===== src/rtl/adsb_ts_pkg.sv =====
// Shared widths, FSM state encodings, timeout defaults and the timestamp record
// for the ADS-B timestamp sequencer.
package adsb_ts_pkg;

  localparam int DEF_UTC_SECONDS_WIDTH       = 6;
  localparam int DEF_COUNT_LAST_SECOND_WIDTH = 26;
  localparam int DEF_DRIFT_COUNT_WIDTH       = 13;
  localparam int DEF_CRC_TIMEOUT             = 7680;
  localparam int DEF_READY_TIMEOUT           = 4;
  localparam int DEF_FIFO_DEPTH              = 4;
  localparam int DEF_STAT_WIDTH              = 16;

  typedef logic [1:0] state_t;
  localparam state_t ST_IDLE       = 2'd0;
  localparam state_t ST_WAIT_CRC   = 2'd1;
  localparam state_t ST_WAIT_READY = 2'd2;

  // Field order matches the queue word: UTC second in the MSBs, drift in the LSBs.
  typedef struct packed {
    logic        [DEF_UTC_SECONDS_WIDTH-1:0]       utc_seconds;
    logic        [DEF_COUNT_LAST_SECOND_WIDTH-1:0] clk_counter;
    logic signed [DEF_DRIFT_COUNT_WIDTH-1:0]       drift;
  } ts_rec_t;

endpackage


===== src/rtl/adsb_ts_fifo.sv =====
// Synchronous first-word-fall-through FIFO; a push into a full queue is
// accepted when a pop happens in the same cycle.
module adsb_ts_fifo #(
  parameter int DEPTH = 4,
  parameter int WIDTH = 45
) (
  input  logic             clk,
  input  logic             rst_n,
  input  logic             push,
  input  logic [WIDTH-1:0] wr_data,
  input  logic             pop,
  output logic [WIDTH-1:0] rd_data,
  output logic             full,
  output logic             empty
);

  localparam int AW = $clog2(DEPTH);

  logic [WIDTH-1:0] mem [DEPTH];
  logic [AW:0]      wr_ptr;
  logic [AW:0]      rd_ptr;
  logic             do_push;
  logic             do_pop;

  assign empty   = (wr_ptr == rd_ptr);
  assign full    = (wr_ptr[AW] != rd_ptr[AW]) && (wr_ptr[AW-1:0] == rd_ptr[AW-1:0]);
  assign do_pop  = pop && !empty;
  assign do_push = push && (!full || do_pop);

  // Head is forced to zero while empty so the unreset storage never reaches the ports.
  assign rd_data = empty ? '0 : mem[rd_ptr[AW-1:0]];

  // NOTE: storage has no reset; only the pointers define validity, so resetting
  // the array would just add reset fan-out.
  always_ff @(posedge clk) begin
    if (do_push) mem[wr_ptr[AW-1:0]] <= wr_data;
  end

  always_ff @(posedge clk) begin
    if (!rst_n) begin
      wr_ptr <= '0;
      rd_ptr <= '0;
    end else begin
      if (do_push) wr_ptr <= wr_ptr + 1'b1;
      if (do_pop)  rd_ptr <= rd_ptr + 1'b1;
    end
  end

endmodule


===== src/rtl/adsb_ts_sequencer.sv =====
// Turns preamble strobes into timestamp-unit capture requests, commits them on
// CRC pass and queues committed timestamps for the host reader.
module adsb_ts_sequencer
  import adsb_ts_pkg::*;
#(
  parameter int UTC_SECONDS_WIDTH       = DEF_UTC_SECONDS_WIDTH,
  parameter int COUNT_LAST_SECOND_WIDTH = DEF_COUNT_LAST_SECOND_WIDTH,
  parameter int DRIFT_COUNT_WIDTH       = DEF_DRIFT_COUNT_WIDTH,
  parameter int CRC_TIMEOUT             = DEF_CRC_TIMEOUT,
  parameter int READY_TIMEOUT           = DEF_READY_TIMEOUT,
  parameter int FIFO_DEPTH              = DEF_FIFO_DEPTH,
  parameter int STAT_WIDTH              = DEF_STAT_WIDTH
) (
  input  logic                                clk,
  input  logic                                rst_n,
  input  logic                                preamble_det,
  input  logic                                crc_done,
  input  logic                                crc_ok,
  output logic                                ts_event,
  output logic                                ts_confirm,
  input  logic                                ts_ready,
  input  logic [UTC_SECONDS_WIDTH-1:0]        ts_utc_seconds,
  input  logic [COUNT_LAST_SECOND_WIDTH-1:0]  ts_clk_counter,
  input  logic signed [DRIFT_COUNT_WIDTH-1:0] ts_drift,
  output logic                                out_valid,
  input  logic                                out_ready,
  output logic [UTC_SECONDS_WIDTH-1:0]        out_utc_seconds,
  output logic [COUNT_LAST_SECOND_WIDTH-1:0]  out_clk_counter,
  output logic signed [DRIFT_COUNT_WIDTH-1:0] out_drift,
  output logic                                busy,
  output logic [STAT_WIDTH-1:0]               cnt_crc_fail,
  output logic [STAT_WIDTH-1:0]               cnt_timeout,
  output logic [STAT_WIDTH-1:0]               cnt_busy_drop,
  output logic [STAT_WIDTH-1:0]               cnt_overflow
);

  localparam int REC_W = UTC_SECONDS_WIDTH + COUNT_LAST_SECOND_WIDTH + DRIFT_COUNT_WIDTH;
  localparam int T_MAX = (CRC_TIMEOUT > READY_TIMEOUT) ? CRC_TIMEOUT : READY_TIMEOUT;
  localparam int TW    = (T_MAX > 2) ? $clog2(T_MAX) : 1;

  state_t     state;
  logic [TW-1:0] timer;
  logic       crc_to_hit;
  logic       rdy_to_hit;
  logic       push;
  logic       fifo_full;
  logic       fifo_empty;
  logic       inc_crc_fail;
  logic       inc_timeout;
  logic       inc_busy_drop;
  logic       inc_overflow;
  logic [REC_W-1:0] head;

  assign crc_to_hit = (timer == TW'(CRC_TIMEOUT - 1));
  assign rdy_to_hit = (timer == TW'(READY_TIMEOUT - 1));
  assign busy       = (state != ST_IDLE);

  // NOTE: every always_comb output gets a default first so no path leaves it
  // unassigned, which would otherwise infer a latch.
  always_comb begin
    push          = 1'b0;
    inc_crc_fail  = 1'b0;
    inc_timeout   = 1'b0;
    inc_busy_drop = preamble_det && (state != ST_IDLE);
    case (state)
      ST_WAIT_CRC: begin
        inc_crc_fail = crc_done && !crc_ok;
        inc_timeout  = !crc_done && crc_to_hit;
      end
      ST_WAIT_READY: begin
        push        = ts_ready;
        inc_timeout = !ts_ready && rdy_to_hit;
      end
      default: ;
    endcase
    // A full queue still accepts when the reader pops in the same cycle.
    inc_overflow = push && fifo_full && !out_ready;
  end

  // NOTE: sequential state uses non-blocking assignments so every register
  // samples pre-edge values regardless of statement order.
  always_ff @(posedge clk) begin
    if (!rst_n) begin
      state      <= ST_IDLE;
      timer      <= '0;
      ts_event   <= 1'b0;
      ts_confirm <= 1'b0;
    end else begin
      ts_event   <= 1'b0;
      ts_confirm <= 1'b0;
      case (state)
        ST_IDLE: begin
          if (preamble_det) begin
            ts_event <= 1'b1;
            timer    <= '0;
            state    <= ST_WAIT_CRC;
          end
        end
        ST_WAIT_CRC: begin
          timer <= timer + TW'(1);
          if (crc_done) begin
            if (crc_ok) begin
              ts_confirm <= 1'b1;
              timer      <= '0;
              state      <= ST_WAIT_READY;
            end else begin
              state <= ST_IDLE;
            end
          end else if (crc_to_hit) begin
            state <= ST_IDLE;
          end
        end
        ST_WAIT_READY: begin
          timer <= timer + TW'(1);
          if (ts_ready || rdy_to_hit) state <= ST_IDLE;
        end
        default: state <= ST_IDLE;
      endcase
    end
  end

  // Drop statistics saturate at all-ones and clear only on reset.
  always_ff @(posedge clk) begin
    if (!rst_n) begin
      cnt_crc_fail  <= '0;
      cnt_timeout   <= '0;
      cnt_busy_drop <= '0;
      cnt_overflow  <= '0;
    end else begin
      if (inc_crc_fail  && (cnt_crc_fail  != '1)) cnt_crc_fail  <= cnt_crc_fail  + STAT_WIDTH'(1);
      if (inc_timeout   && (cnt_timeout   != '1)) cnt_timeout   <= cnt_timeout   + STAT_WIDTH'(1);
      if (inc_busy_drop && (cnt_busy_drop != '1)) cnt_busy_drop <= cnt_busy_drop + STAT_WIDTH'(1);
      if (inc_overflow  && (cnt_overflow  != '1)) cnt_overflow  <= cnt_overflow  + STAT_WIDTH'(1);
    end
  end

  adsb_ts_fifo #(
    .DEPTH (FIFO_DEPTH),
    .WIDTH (REC_W)
  ) u_fifo (
    .clk     (clk),
    .rst_n   (rst_n),
    .push    (push),
    .wr_data ({ts_utc_seconds, ts_clk_counter, ts_drift}),
    .pop     (out_ready),
    .rd_data (head),
    .full    (fifo_full),
    .empty   (fifo_empty)
  );

  assign out_valid       = !fifo_empty;
  assign out_utc_seconds = head[REC_W-1 -: UTC_SECONDS_WIDTH];
  assign out_clk_counter = head[DRIFT_COUNT_WIDTH +: COUNT_LAST_SECOND_WIDTH];
  assign out_drift       = head[DRIFT_COUNT_WIDTH-1:0];

endmodule


===== config.mk =====
export PLATFORM = sky130hd
export DESIGN_NAME = adsb_ts_sequencer
export DESIGN_NICKNAME = d
export VERILOG_FILES = /design/src/rtl/adsb_ts_pkg.sv /design/src/rtl/adsb_ts_fifo.sv /design/src/rtl/adsb_ts_sequencer.sv
export SDC_FILE = /design/constraint.sdc
export NUM_CORES = 1
export LEC_CHECK = 0
export BUFFER_PORTS_ARGS = -buffer_cell sky130_fd_sc_hd__clkbuf_2
export CAP_MARGIN = 10
export CORE_MARGIN = 2
export CORE_UTILIZATION = 35
export CTS_CLUSTER_SIZE = 25
export DETAILED_ROUTE_END_ITERATION = 7
export PLACE_DENSITY = 0.56
export SYNTH_ARGS = -nofsm -noshare
export SYNTH_HDL_FRONTEND = slang
export SYNTH_SLANG_ARGS = --single-unit

===== constraint.sdc =====
create_clock -name clk -period 3.6 [get_ports clk]
set_clock_uncertainty 0.2 [all_clocks]
set_input_delay 0.18 -clock clk [delete_from_list [all_inputs] [get_ports clk]]
set_output_delay 0.18 -clock clk [all_outputs]
set_load 0.1 [all_outputs]

==> impl_metrics.prom <==
# TYPE chip_impl_metric gauge
chip_impl_info{name="run_status",value="complete, no violations"} 1
chip_impl_metric{name="maxCapViolations",unit=""} 0
chip_impl_metric{name="timing.critical_path.slowest_cell_delay",unit="ns"} 0.59
chip_impl_info{name="cpLargestDelayFamily",value="buffers and inverters"} 1
chip_impl_metric{name="worst_slew_pin_slew",unit="ns"} 0.917
chip_impl_metric{name="worst_path_fanout_max",unit=""} 29
chip_impl_metric{name="fraction_of_the_yosys_area_taken_by_sequential_cells",unit=""} 0.637
chip_impl_metric{name="global_route_wire_length_before_repair",unit="mm"} 39.6
chip_impl_info{name="layout_common_cells",value="180 x sky130_fd_sc_hd__edfxtp_1, 164 x sky130_fd_sc_hd__clkbuf_2, 87 x sky130_fd_sc_hd__dfxtp_1"} 1
chip_impl_metric{name="antenna_found_initial",unit=""} 1
chip_impl_metric{name="syn_area",unit="µm²"} 11300
chip_impl_metric{name="stdcell_count",unit=""} 1460
chip_impl_metric{name="placed_cells",unit=""} 1356
chip_impl_metric{name="cts_setup_buffers",unit=""} 0
chip_impl_info{name="root_buffer",value="sky130_fd_sc_hd__clkbuf_16"} 1
chip_impl_metric{name="fillers",unit=""} 2866
chip_impl_metric{name="die_area",unit="µm²"} 33700
chip_impl_metric{name="placeableCoreArea",unit="µm²"} 31600
chip_impl_metric{name="maxSlewViolCount",unit=""} 0
chip_impl_info{name="synth_top_family_by_area",value="simple AND/OR/NAND/NOR gates"} 1
chip_impl_metric{name="routabilityCongestion",unit=""} 0.764
chip_impl_info{name="critPathCaptureType",value="primary output"} 1
chip_impl_metric{name="routed-via-count",unit=""} 7355
chip_impl_metric{name="nets",unit=""} 1104
chip_impl_metric{name="final_hold_viol_count",unit=""} 0
chip_impl_metric{name="die-width",unit="µm"} 184
chip_impl_metric{name="syn_avg_cell_area",unit="µm²"} 13.9
chip_impl_metric{name="muxShareOfSynthArea",unit=""} 0.0969
chip_impl_metric{name="cts.sink_count",unit=""} 269
chip_impl_info{name="timing.setup.critical_path_class",value="reg2out"} 1
chip_impl_metric{name="post_synth_inst_count",unit=""} 811
chip_impl_metric{name="first_global_vias",unit=""} 7449
chip_impl_metric{name="gr-usage-all-layers",unit=""} 0.146
chip_impl_metric{name="placement_cell_area",unit="µm²"} 12600
chip_impl_metric{name="multi_input_gate_area",unit="µm²"} 3910
chip_impl_metric{name="fin_util",unit=""} 0.446
chip_impl_info{name="ordered_list_of_cells_on_the_worst_path",value="buf_12 -> mux4_2 -> and2_1 -> clkbuf_2"} 1
chip_impl_metric{name="clk_transition_reported_paths",unit="ns"} 0.05
chip_impl_metric{name="asyncSetResetFlopFracSynth",unit=""} 0
chip_impl_metric{name="synth-xor-area-share",unit=""} 0.0396
chip_impl_metric{name="grt_max_degree",unit=""} 46
chip_impl_metric{name="drtAntennaViolNets",unit=""} 0
chip_impl_metric{name="count_of_warnings_emitted_by_yosys",unit=""} 0
chip_impl_metric{name="die_y",unit="µm"} 184
chip_impl_info{name="synth_top_cells_by_area",value="sky130_fd_sc_hd__edfxtp_1 48%, sky130_fd_sc_hd__dfxtp_1 16%, sky130_fd_sc_hd__mux4_2 9.0%"} 1
chip_impl_metric{name="worst_slew_margin_rel",unit=""} 0.384
chip_impl_metric{name="row_count",unit=""} 65
chip_impl_metric{name="synth.top_cell.area_share",unit=""} 0.479
chip_impl_info{name="layout_commonest_cell",value="sky130_fd_sc_hd__edfxtp_1"} 1
chip_impl_metric{name="synth_enable_flop_cells",unit=""} 180
chip_impl_metric{name="fin_crit",unit="ns"} 2.95
chip_impl_metric{name="postLayoutCellArea",unit="µm²"} 14100
chip_impl_metric{name="worstPathBufferInverterCount",unit=""} 2
chip_impl_metric{name="buffer_ports.inserted",unit=""} 164
chip_impl_info{name="synth.largest_area_cell",value="sky130_fd_sc_hd__edfxtp_1"} 1
chip_impl_metric{name="syn_nets",unit=""} 877
chip_impl_metric{name="period_share",unit=""} 0.819
chip_impl_metric{name="dpl.hpwl",unit="mm"} 15.8
chip_impl_metric{name="worst-endpoint-required",unit="ns"} 3.22
chip_impl_metric{name="static-leakage-power",unit="nW"} 4.99
chip_impl_metric{name="cts_buffer_depth",unit=""} 3
chip_impl_info{name="timing.critical_path.slowest_stage_cell",value="sky130_fd_sc_hd__dfxtp_4"} 1
chip_impl_metric{name="register_area",unit="µm²"} 7190
chip_impl_info{name="grt_setup_unrepaired",value="no"} 1
chip_impl_metric{name="synth_simple_gate_area_share",unit=""} 0.155
chip_impl_metric{name="worstPathArrival",unit="ns"} 2.57
chip_impl_metric{name="drt_pass1_iterations",unit=""} 5
chip_impl_metric{name="wl_per_cell",unit="µm"} 16.9
chip_impl_metric{name="area_growth",unit="%"} 24.9
chip_impl_metric{name="cts_made_buffers",unit=""} 31
chip_impl_metric{name="synth-compound-area-share",unit=""} 0.0394
chip_impl_metric{name="drt_iter0_drc",unit=""} 352
chip_impl_metric{name="cts_htree_levels",unit=""} 1
chip_impl_metric{name="setup_viol_count_final",unit=""} 0
chip_impl_metric{name="power_density",unit="nW/µm²"} 474
chip_impl_metric{name="fin_tns_setup",unit="ns"} 0
chip_impl_info{name="setup.worst_path.start_class",value="register"} 1
chip_impl_metric{name="ys_ff_latch",unit=""} 269
chip_impl_metric{name="clock.fmax",unit="MHz"} 339
chip_impl_metric{name="pin_count",unit=""} 165
chip_impl_metric{name="drc",unit=""} 0
chip_impl_metric{name="initial_utilization",unit=""} 0.357
chip_impl_metric{name="drive_gt1_frac",unit=""} 0.272
chip_impl_metric{name="design_power_total",unit="mW"} 6.68
chip_impl_metric{name="clock_insertion_delay_worst_skew",unit="ns"} 0.56
chip_impl_metric{name="post_synth_num_cell_types",unit=""} 62
chip_impl_info{name="hold_path_class",value="in2reg"} 1
chip_impl_info{name="top_reg_cell_synth",value="sky130_fd_sc_hd__edfxtp_1"} 1
chip_impl_metric{name="number_of_vias_per_cell_after_detailed_routing",unit=""} 5.04
chip_impl_info{name="cts_tree",value="yes"} 1
chip_impl_metric{name="vdd.ir_drop.worst",unit="µV"} 357
chip_impl_metric{name="synthAdderAreaFrac",unit=""} 0.0155
chip_impl_metric{name="overflow",unit=""} 0
chip_impl_metric{name="postRouteWirelength",unit="mm"} 24.6
-- registers in the layout (all words and copies together), names as in the netlist, named ones only --
| register | count |
|---|---|
| state | 2 |
| u_fifo.mem | 180 |
| timer | 13 |
| ts_event | 1 |
| cnt_busy_drop | 16 |
| cnt_overflow | 16 |
| cnt_timeout | 16 |
| ts_confirm | 1 |
| u_fifo.wr_ptr | 3 |
| cnt_crc_fail | 16 |
| u_fifo.rd_ptr | 3 |
-- report_power, final --
| group | internal, mW | switching, mW |
|---|---|---|
| logic | 0.120 | 0.271 |
| registers | 3.31 | 0.0153 |
| clock network | 1.77 | 1.20 |
-- synthesized netlist by cell type (3+ instances only) --
| cell | instances |
|---|---|
| sky130_fd_sc_hd__nand4_1 | 22 |
| sky130_fd_sc_hd__inv_1 | 13 |
| sky130_fd_sc_hd__dfxtp_1 | 89 |
| sky130_fd_sc_hd__nand2b_1 | 7 |
| sky130_fd_sc_hd__mux4_2 | 45 |
| sky130_fd_sc_hd__buf_2 | 5 |
| sky130_fd_sc_hd__a2111oi_0 | 3 |
| sky130_fd_sc_hd__and2_1 | 51 |
| sky130_fd_sc_hd__a21oi_1 | 28 |
| sky130_fd_sc_hd__xnor2_1 | 35 |
| sky130_fd_sc_hd__nand2_1 | 46 |
| sky130_fd_sc_hd__nand3_1 | 32 |
| sky130_fd_sc_hd__nor2b_1 | 3 |
| sky130_fd_sc_hd__o31ai_1 | 7 |
| sky130_fd_sc_hd__and4_1 | 8 |
| sky130_fd_sc_hd__nor2_1 | 68 |
| sky130_fd_sc_hd__or4_1 | 8 |
| sky130_fd_sc_hd__clkbuf_1 | 22 |
| sky130_fd_sc_hd__edfxtp_1 | 180 |
| sky130_fd_sc_hd__ha_1 | 14 |
| sky130_fd_sc_hd__o21ai_0 | 14 |
| sky130_fd_sc_hd__nor3_1 | 13 |
| sky130_fd_sc_hd__xor2_1 | 16 |
| sky130_fd_sc_hd__nor4_1 | 12 |
| sky130_fd_sc_hd__or3_1 | 6 |
| sky130_fd_sc_hd__nor4_4 | 3 |
| sky130_fd_sc_hd__mux2i_1 | 8 |
| sky130_fd_sc_hd__and3_1 | 7 |
| sky130_fd_sc_hd__a211oi_1 | 3 |
-- path summary, 6_finish.rpt --
path | startpoint | endpoint | slack, ns | cells after the start
max reg2reg | state[0]$_SDFFE_PN0P_ | u_fifo.mem[0][28]$_DFFE_PP_ | 0.93 | 6
max | register | out_clk_counter[23] | 0.65 | 4
min reg2reg | cnt_crc_fail[6]$_SDFFE_PN0P_ | cnt_crc_fail[6]$_SDFFE_PN0P_ | 0.30 | 2
min | crc_ok | cnt_crc_fail[12]$_SDFFE_PN0P_ | 0.06 | 5
-- metal layers --
metal / part of all wire / vias to the layer above / GRT usage
met5: 0 / - / 0
met4: 0.015 / 0 / 0.0285
met3: 0.062 / 33 / 0.0363
met2: 0.46 / 187 / 0.242
met1: 0.47 / 3595 / 0.196
li1: - / 3540 / -
-- area by class of cell --
class / count / area share
Tap cell: 402 / 0.0357
Antenna cell: 1 / 0.000178
Clock inverter: 9 / 0.00595
Inverter: 14 / 0.00373
Sequential cell: 269 / 0.510
Timing Repair Buffer: 225 / 0.104
Multi-Input combinational cell: 497 / 0.277
Clock buffer: 43 / 0.0626
-- what timing repair did --
action | in CTS | in global routing
endpoints found under the hold margin | 200 | 0
gates resized for setup | 0 | 0
hold buffers | 51 | 0
-- per-stage QoR --
stage | hold slack [ns] | setup slack (ns)
floorplan | 0.0789 | 0.674
global placement | 0.203 | 0.884
detailed placement | 0.204 | 0.859
CTS | 0.0448 | 0.535
global route | 0.0950 | 0.459
finish | 0.0636 | 0.653
-- cell families (layout without fill, tap and decap cells) --
logic type,after synthesis,in the layout
AOI/OAI and AO/OA,71,71
xor gates and xnor gates,51,51
adders and majority gates,14,14
buffers and inverters,45,291
DFF,269,269
muxes,53,53
other,0,1
and+or+nand+nor,308,308
-- worst register-to-register path, stage by stage (launching register included) --
cell                      delay (ns)
sky130_fd_sc_hd__dfxtp_1        0.33
sky130_fd_sc_hd__inv_1          0.08
sky130_fd_sc_hd__ha_1           0.23
sky130_fd_sc_hd__nand2_1        0.07
sky130_fd_sc_hd__a41oi_1        0.43
sky130_fd_sc_hd__and2_2         0.65
sky130_fd_sc_hd__buf_4          0.36
Note: power is estimated with default switching activity, not from simulation.
